<file path="src/rtl/whack_pkg.sv">
// whack_pkg: shared round states, BCD limits and the seconds-to-BCD helper.
package whack_pkg;
  typedef enum logic [1:0] {IDLE, PLAY, FINISH, OVER} state_e;
  localparam logic [3:0] BCD_MAX_TENS = 4'd9;
  localparam logic [3:0] BCD_MAX_ONES = 4'd9;
  function automatic logic [7:0] to_bcd2(input int v);
    logic [3:0] t, o;
    t = 4'(v / 10);
    o = 4'(v % 10);
    return {t, o};
  endfunction
endpackage

</file>
<file path="src/rtl/bcd2_counter.sv">
// bcd2_counter: two-digit BCD counter with load, inc and dec, saturating at 00 and 99.
module bcd2_counter
  import whack_pkg::*;
#(
  parameter logic [7:0] RESET_VAL = 8'h00
) (
  input  logic       Clock,
  input  logic       reset,
  input  logic       load_i,
  input  logic       inc_i,
  input  logic       dec_i,
  input  logic [7:0] load_val_i,
  output logic [3:0] tens_o,
  output logic [3:0] ones_o
);
  logic [3:0] tens_q, tens_d, ones_q, ones_d;
  logic       at_max, at_min, up, down;
  assign at_max = (tens_q == BCD_MAX_TENS) && (ones_q == BCD_MAX_ONES);
  assign at_min = (tens_q == 4'd0) && (ones_q == 4'd0);
  assign up     = inc_i && !dec_i && !at_max;
  assign down   = dec_i && !inc_i && !at_min;
  always_comb begin
    tens_d = tens_q;
    ones_d = ones_q;
    if (load_i) begin
      tens_d = load_val_i[7:4];
      ones_d = load_val_i[3:0];
    end else if (up) begin
      ones_d = (ones_q == BCD_MAX_ONES) ? 4'd0 : ones_q + 4'd1;
      tens_d = (ones_q == BCD_MAX_ONES) ? tens_q + 4'd1 : tens_q;
    end else if (down) begin
      ones_d = (ones_q == 4'd0) ? BCD_MAX_ONES : ones_q - 4'd1;
      tens_d = (ones_q == 4'd0) ? tens_q - 4'd1 : tens_q;
    end
  end
  always_ff @(posedge Clock) begin
    if (reset) begin
      tens_q <= RESET_VAL[7:4];
      ones_q <= RESET_VAL[3:0];
    end else begin
      tens_q <= tens_d;
      ones_q <= ones_d;
    end
  end
  assign tens_o = tens_q;
  assign ones_o = ones_q;
endmodule

</file>
<file path="src/rtl/score_game_ctrl.sv">
// score_game_ctrl: Whack round FSM with BCD countdown, saturating score and high-score display.
module score_game_ctrl
  import whack_pkg::*;
#(
  parameter int GAME_SECONDS = 30,
  parameter int DISP_TICKS   = 2
) (
  input  logic       Clock,
  input  logic       reset,
  input  logic       start,
  input  logic       tick,
  input  logic       hit,
  input  logic       miss,
  output logic       game_active,
  output logic       round_done,
  output logic       show_high,
  output logic [3:0] score_tens,
  output logic [3:0] score_ones,
  output logic [3:0] time_tens,
  output logic [3:0] time_ones
);
  localparam logic [7:0] TIME_INIT = to_bcd2(GAME_SECONDS);
  localparam logic [3:0] DISP_LAST = 4'(DISP_TICKS - 1);
  state_e     state_q, state_d;
  logic [7:0] high_q, high_d, score, tmr;
  logic [3:0] disp_cnt_q, disp_cnt_d;
  logic       alt_q, alt_d, play, start_round, disp_wrap;
  assign play        = (state_q == PLAY);
  assign start_round = ((state_q == IDLE) || (state_q == OVER)) && start;
  assign disp_wrap   = (disp_cnt_q == DISP_LAST);
  bcd2_counter #(.RESET_VAL(8'h00)) u_score (
    .Clock      (Clock),
    .reset      (reset),
    .load_i     (start_round),
    .inc_i      (hit && play),
    .dec_i      (miss && play),
    .load_val_i (8'h00),
    .tens_o     (score[7:4]),
    .ones_o     (score[3:0])
  );
  bcd2_counter #(.RESET_VAL(TIME_INIT)) u_timer (
    .Clock      (Clock),
    .reset      (reset),
    .load_i     (start_round),
    .inc_i      (1'b0),
    .dec_i      (tick && play),
    .load_val_i (TIME_INIT),
    .tens_o     (tmr[7:4]),
    .ones_o     (tmr[3:0])
  );
  always_comb begin
    state_d    = state_q;
    high_d     = high_q;
    disp_cnt_d = disp_cnt_q;
    alt_d      = alt_q;
    case (state_q)
      IDLE:   state_d = start ? PLAY : IDLE;
      PLAY:   state_d = (tick && tmr == 8'h01) ? FINISH : PLAY;
      FINISH: begin
        state_d    = OVER;
        high_d     = (score > high_q) ? score : high_q;
        disp_cnt_d = 4'd0;
        alt_d      = 1'b0;
      end
      OVER: begin
        state_d    = start ? PLAY : OVER;
        disp_cnt_d = tick ? (disp_wrap ? 4'd0 : disp_cnt_q + 4'd1) : disp_cnt_q;
        alt_d      = (tick && disp_wrap) ? ~alt_q : alt_q;
      end
      default: state_d = IDLE;
    endcase
  end
  always_ff @(posedge Clock) begin
    if (reset) begin
      state_q    <= IDLE;
      high_q     <= 8'h00;
      disp_cnt_q <= 4'd0;
      alt_q      <= 1'b0;
    end else begin
      state_q    <= state_d;
      high_q     <= high_d;
      disp_cnt_q <= disp_cnt_d;
      alt_q      <= alt_d;
    end
  end
  // BCD ordering matches binary ordering, so the 8-bit compare above is valid.
  assign game_active = play;
  assign round_done  = (state_q == FINISH);
  assign show_high   = (state_q == IDLE) || ((state_q == OVER) && alt_q);
  assign {score_tens, score_ones} = show_high ? high_q : score;
  assign {time_tens, time_ones}   = tmr;
endmodule

</file>
<file path="config.mk">
export PLATFORM = sky130hd
export DESIGN_NAME = score_game_ctrl
export DESIGN_NICKNAME = d
export VERILOG_FILES = /design/src/rtl/whack_pkg.sv /design/src/rtl/bcd2_counter.sv /design/src/rtl/score_game_ctrl.sv
export SDC_FILE = /design/constraint.sdc
export NUM_CORES = 1
export LEC_CHECK = 0
export ABC_AREA = 1
export BUFFER_PORTS_ARGS = -buffer_cell sky130_fd_sc_hd__buf_4
export CAP_MARGIN = 10
export CORE_ASPECT_RATIO = 1.75
export CORE_MARGIN = 2
export CORE_UTILIZATION = 55
export CTS_BUF_LIST = sky130_fd_sc_hd__clkbuf_8
export DETAILED_ROUTE_END_ITERATION = 6
export GPL_ROUTABILITY_DRIVEN = 0
export PLACE_DENSITY = 0.81
export SYNTH_ARGS = -nofsm -noshare
export SYNTH_HDL_FRONTEND = slang
export SYNTH_HIERARCHICAL = 1
export SYNTH_SLANG_ARGS = --single-unit
</file>
<file path="constraint.sdc">
create_clock -name Clock -period 2.9 [get_ports Clock]
set_clock_uncertainty 0.2 [all_clocks]
set_input_delay 0.145 -clock Clock [delete_from_list [all_inputs] [get_ports Clock]]
set_output_delay 0.145 -clock Clock [all_outputs]
set_load 0.05 [all_outputs]
</file>
==> flow_summary.yaml, run 1 <==
timing:
  setup_violations: 0
  slew_viol_final: 0
  fin_crit_sh_pct: 85.4
  holdWs_ns: 0.00937
  finalCriticalPeriod_ns: 2.48
  fmax_mhz: 404
  layout_setup_ws_ns: 0.424
  worst_pin_slew_ns: 0.518
  slew_headroom_pct: 65.4
  setup_tns_ns: 0
  rsz0062_at_grt: "no"
  hold_viol: 0
routing:
  post_drt_wl_per_cell_um: 12.0
  wl_um: 6020
  drt_iter0_markers: 53
  drcViolationCount: 0
  drt-pass1-iter-count: 5
  vias: 2626
  drt-vias-per-instance: 5.21
  final_antenna_net_count: 0
grt:
  grtUsageTotal_pct: 23.2
  grt_max_degree: 20
  grt_pass1_vias: 2413
  antenna_found_initial: 0
  grt_first_pass_wirelength_um: 10400
  overflow: 0
die:
  die_x_um: 57.2
  die_area_um2: 5560
  initial_utilization_pct: 57.4
  die_y_um: 97.1
  num_rows: 33
  coreArea_um2: 4750
  pin_count: 25
synth:
  yosysWarnings: 6
  synth_edf_count: 0
  synth_top_cells_by_area: "dfxtp_1, nand2_1, ha_1"
  ys.flop_type: "dfxtp_1"
  yosysTopAreaCell: "dfxtp_1"
  synth-seq-cells: 31
  ys_seq_area_share_pct: 22.8
  synth_cells: 410
  synth_area_um2: 2730
  ys_types: 44
  synth_top_area_share_pct: 22.8
  ys_async_sr_fraction_pct: 0
  avgSynthCellArea_um2: 6.65
setup_path:
  crit_arrival_ns: 2.46
  path_max_fanout: 11
  worstSetupEndpointType: "flip-flop"
  cp-startpoint: "state_q[1]$_SDFF_PP0_"
  rr_startpoint: "state_q[1]$_SDFF_PP0_"
  cp-start-kind: "flip-flop"
  critPathKind: "flip-flop to flip-flop"
  cp.required_ns: 2.88
power_and_ir_drop:
  leakagePower_nw: 1.42
  power_switching_share_pct: 43.5
  clockPowerShare_pct: 22.5
  total_power_mw: 1.56
  power.switching_uw: 678
  p_comb_share_pct: 44.1
  ir_worst_vdd_mv: 0.416
  powerDensity_nw_per_um2: 511
  p_seq_share_pct: 33.3
  p_int_uw: 881
hold_path:
  hp-start: "start"
  hold_class: "primary input to flip-flop"
cells_and_area:
  fin_nets: 476
  drive_gt1_share_pct: 19.9
  fin_area_um2: 3050
  n_antenna_cell: 0
  syn2layout_area_growth_pct: 11.9
job:
  maxCapViolCount: 0
place:
  io_buffers: 24
  postPlaceCellArea_um2: 2950
  hpwl_um: 4640
  place_ws_ns: 0.480
cts:
  postCtsSetupRepairBufs: 0
  clk_latency_ns: 0.29
  numCtsBuffers: 5
  h-tree-depth: 2
  cts_buffer_depth: 2
  clock-sinks: 31
  clock-root-buffer: "clkbuf_8"
  clkTransAtPathRegs_ns: 0.07
  cts_tree: "built"
outcome:
  outcome: "completed"
[worst max-delay path: stages (launching register included)]
cell	delay, ns
dfxtp_1	0.32
inv_1	0.08
ha_1	0.26
nand2_1	0.08
inv_1	0.06
inv_1	0.05
nor2_2	0.21
nand2_4	0.14
ha_1	0.35
nand2_1	0.06
nand3b_2	0.23
nand3_1	0.11
nand3_1	0.08
nand2_1	0.08
a21oi_2	0.05
[final cells by class]
type                            count  area, um^2
Sequential cell                    31         621
Inverter                           62         233
Tap cell                           52        65.1
Fill cell                         450        1700
Clock inverter                      1        5.00
Timing Repair Buffer               29         220
Multi-Input combinational cell    323        1820
Clock buffer                        6        82.6
[cell usage in the layout, fill, tap and decap left out, types with 2 or more instances in the layout]
master and instances:
clkbuf_8 6, xor2_1 2, a21oi_2 8, nand3_2 3, conb_1 17, inv_2 7
nor3_1 6, dfxtp_1 31, o21ai_0 26, nand3_1 24, nand2_4 6, xnor2_1 4
a31oi_1 2, o211ai_1 2, ha_1 18, nor2_4 4, nand3b_2 2, inv_1 55
nor3_2 2, o21ai_1 6, a21oi_1 27, nor2_2 7, nand3b_1 3, nand2_2 9
nor2_1 34, or2_2 2, buf_4 28, nand2_1 97
[worst paths after layout]
check / endpoint / slack (ns) / cells past startpoint
worst min-delay path: state_q[0]$_SDFF_PP0_ / 0.009 / 3
worst max register to register: u_score/tens_o[3]$_SDFFE_PP0P_ / 0.42 / 14
worst min register to register: high_q[2]$_SDFFE_PP0P_ / 0.31 / 2
worst max-delay path: u_score/tens_o[3]$_SDFFE_PP0P_ / 0.42 / 14
[per-layer routing]
| layer | vias to the layer above | track usage [%] | share of wire, % |
|---|---|---|---|
| li1 | 1382 | - | - |
| met2 | 35 | 43.1 | 55 |
| met1 | 1198 | 24.4 | 39 |
| met5 | - | 0 | 0 |
| met4 | 0 | 10.6 | 2.7 |
| met3 | 11 | 3.99 | 3.0 |
[registers in the layout (all words and copies together) (netlist names)]
name            cells
state_q             2
u_score/tens_o      4
high_q              8
disp_cnt_q          4
u_timer/ones_o      4
u_score/ones_o      4
alt_q               1
u_timer/tens_o      4
[synthesized netlist by cell type, types with 2 or more instances]
master and count:
nand2_4 6, nor2_1 34, inv_1 55, buf_2 2, ha_1 18, a31oi_1 2
nand3b_1 3, o211ai_1 2, a21oi_1 27, nand3_2 3, nor2_2 7, or2_2 2
o21ai_0 26, nand3b_2 2, nand3_1 24, nand2_2 9, buf_4 2, dfxtp_1 31
nor2_4 4, conb_1 2, xor2_1 2, nor3_2 2, nand2_1 97, inv_2 7
o21ai_1 6, buf_12 2, nor3_1 6, a21oi_2 8, xnor2_1 4
[timing repair]
action,4_1_cts,5_1_grt
hold buffers,1,0
resized for setup,0,0
hold endpoints to repair,10,0
[per-stage QoR]
step	cells	util, %
after floorplan	425	-
after global placement	496	62.2
after detailed placement	496	62.2
after CTS	504	64.2
after global routing	504	64.2
final	504	64.2
[power by group through the flow]
stage	clock, mW	sequential (mW)	combinational (mW)
5_1_grt	0.375	0.527	0.764
3_3_place_gp	0	0.528	0.665
3_5_place_dp	0	0.529	0.679
4_1_cts	0.363	0.520	0.685
2_1_floorplan	0	0.571	0.523
6_report	0.351	0.520	0.688
[kinds of logic after synthesis]
family / after synthesis / synth area share, %
simple gates: 204 / 36.9
compound gates: 78 / 17.4
buf+inv: 71 / 12.4
flops: 31 / 22.8
fa+ha+maj: 18 / 8.26
xor+xnor: 6 / 1.93
other cells: 2 / 0.276
Power figures use the tool's default switching activity.
==> run 2: changes to the inputs <==
==> constraint.sdc (replaced) <==
create_clock -name Clock -period 2.9 [get_ports Clock]
set_clock_uncertainty 0.2 [all_clocks]
set_input_delay 0.58 -clock Clock [delete_from_list [all_inputs] [get_ports Clock]]
set_output_delay 0.58 -clock Clock [all_outputs]
set_load 0.05 [all_outputs]
==> run 2 against run 1 <==
Against the previous run: count of clock-buffer cells in the layout decreased by 1; global-route usage down 0.84 points; non-clock buffer count down 3; hold slack improved by 0.30 ns; first-iteration DRC count up 110%; design area fell by 1.0%; flip-flop and latch count did not move; via count is 1.1% higher; sequential share of layout area up 0.21 points; routed wire length shrank 3.4%; largest cell class unchanged; highest routed layer unchanged.
==> flow_summary.yaml, run 2 (same netlist as run 1, synthesis figures left out) <==
outcome:
  outcome: "completed"
timing:
  slew_headroom_pct: 65.3
  setup_violations: 0
  rsz0062_at_grt: "no"
  worst_pin_slew_ns: 0.519
  slew_viol_final: 0
  holdWs_ns: 0.308
  hold_viol: 0
  finalCriticalPeriod_ns: 2.49
  fin_crit_sh_pct: 85.9
  fmax_mhz: 402
  setup_tns_ns: 0
routing:
  drt-pass1-iter-count: 4
  wl_um: 5820
  routed.top_layer: "met4"
  final_antenna_net_count: 0
  wl_met2_um: 3060
  drt-vias-per-instance: 5.29
  met3WireLength_um: 203
  vias: 2654
  drcViolationCount: 0
  drt_iter0_markers: 111
  wl_met1_um: 2250
  post_drt_wl_per_cell_um: 11.6
die:
  coreArea_um2: 4750
  die_x_um: 57.2
  die_area_um2: 5560
  die_y_um: 97.1
  initial_utilization_pct: 57.4
  num_rows: 33
  pin_count: 25
cells_and_area:
  fin_nets: 473
  final_common_cell: "nand2_1"
  drive_gt1_share_pct: 19.3
  layout_common_cells: "nand2_1, inv_1, nor2_1, dfxtp_1, a21oi_1"
  largest_register: "high_q"
  largest_reg_flops: 8
  fin_area_um2: 3020
  n_antenna_cell: 0
  syn2layout_area_growth_pct: 10.7
  finalNonFillerCells: 502
cts:
  cts_tree: "built"
  h-tree-depth: 2
  clock-root-buffer: "clkbuf_8"
  cts_buffer_depth: 2
  clk_latency_ns: 0.29
  postCtsSetupRepairBufs: 0
  hold_buffers: 0
  clock-sinks: 31
  numCtsBuffers: 5
  cts_resized: 0
  clkTransAtPathRegs_ns: 0.07
setup_path:
  rr_startpoint: "state_q[1]$_SDFF_PP0_"
  timing.critical_path.to: "score_tens[1]"
  crit_arrival_ns: 1.71
  worstSetupEndpointType: "output port"
  path_max_fanout: 17
  path_delay_family: "simple AND/OR/NAND/NOR gates"
  critPathSlowestCell: "dfxtp_1"
  r2r-end: "u_score/tens_o[3]$_SDFFE_PP0P_"
  cp.required_ns: 2.12
  crit_chain: "ha_1 > nand2_1 > nand2_2 > nand2_1 > o21ai_0 > buf_4"
  cp-startpoint: "state_q[1]$_SDFF_PP0_"
  cp.depth: 6
  crit_path_frequent_cell: "nand2_1"
  worst-path-buf-inv: 1
  critPathKind: "flip-flop to output port"
  rr_worst_depth: 14
  cpPeakStageDelay_ns: 0.36
  cp-start-kind: "flip-flop"
  r2r_slack_ns: 0.45
power_and_ir_drop:
  powerDensity_nw_per_um2: 503
  total_power_mw: 1.52
  ir_worst_vdd_mv: 0.419
  leakagePower_nw: 1.41
place:
  hpwl_um: 4560
  postPlaceCellArea_um2: 2940
  io_buffers: 24
  dp.cells: 494
grt:
  overflow: 0
  grt_first_pass_wirelength_um: 10000
  grt_pass1_vias: 2434
  antenna_found_initial: 0
  grt_max_degree: 18
  grtUsageTotal_pct: 22.4
job:
  maxCapViolCount: 0
hold_path:
  hold_class: "flip-flop to flip-flop"
run 2: changes by cell type in the layout (fill, tap and decap cells not counted):
cell / delta
inv_1: +2
dlygate4sd3_1: -1
clkbuf_8: -1
buf_4: -2
run 2: worst min-delay path by stage:
stage | startpoint | end | cells after the start
after global placement | high_q[5]$_SDFFE_PP0P_ | high_q[5]$_SDFFE_PP0P_ | 2
after global routing | high_q[1]$_SDFFE_PP0P_ | high_q[1]$_SDFFE_PP0P_ | 2
final | disp_cnt_q[3]$_SDFFE_PP0P_ | disp_cnt_q[3]$_SDFFE_PP0P_ | 2
after detailed placement | high_q[2]$_SDFFE_PP0P_ | high_q[2]$_SDFFE_PP0P_ | 2
after floorplan | disp_cnt_q[3]$_SDFFE_PP0P_ | disp_cnt_q[3]$_SDFFE_PP0P_ | 2
after CTS | disp_cnt_q[3]$_SDFFE_PP0P_ | disp_cnt_q[3]$_SDFFE_PP0P_ | 2
run 2: worst register-to-register path, cell delays in order (launching register included):
cell      delay, ns
dfxtp_1        0.33
inv_1          0.08
ha_1           0.28
nand2_1        0.08
inv_1          0.05
inv_1          0.05
nor2_2         0.21
nand2_4        0.15
ha_1           0.35
nand2_1        0.06
nand3b_2       0.22
nand3_1        0.09
nand3_1        0.08
nand2_1        0.08
a21oi_2        0.05
run 2: metrics by stage:
stage,setup slack [ns],utilization [%]
2_1_floorplan,-0.0631,-
3_3_place_gp,0.526,61.8
3_5_place_dp,0.456,61.8
4_1_cts,0.395,63.6
5_1_grt,0.214,63.6
6_report,0.409,63.6
run 2: final cells by class:
| cell class | instances | area, um^2 |
|---|---|---|
| Clock inverter | 3 | 12.5 |
| Inverter | 62 | 233 |
| Multi-Input combinational cell | 323 | 1820 |
| Timing Repair Buffer | 26 | 195 |
| Clock buffer | 5 | 68.8 |
| Sequential cell | 31 | 621 |
| Fill cell | 438 | 1730 |
| Tap cell | 52 | 65.1 |
run 2: report_power, final:
| part | internal (mW) | leakage, nW | switching (mW) |
|---|---|---|---|
| registers | 0.460 | 0.253 | 0.0716 |
| logic | 0.227 | 1.11 | 0.434 |
| clock network | 0.161 | 0.0505 | 0.165 |
run 2: per-layer routing:
metal | global-route usage [%] | vias up
li1 | - | 1378
met1 | 21.9 | 1201
met2 | 41.2 | 49
met3 | 4.13 | 26
met4 | 13.8 | 0
met5 | 0 | -
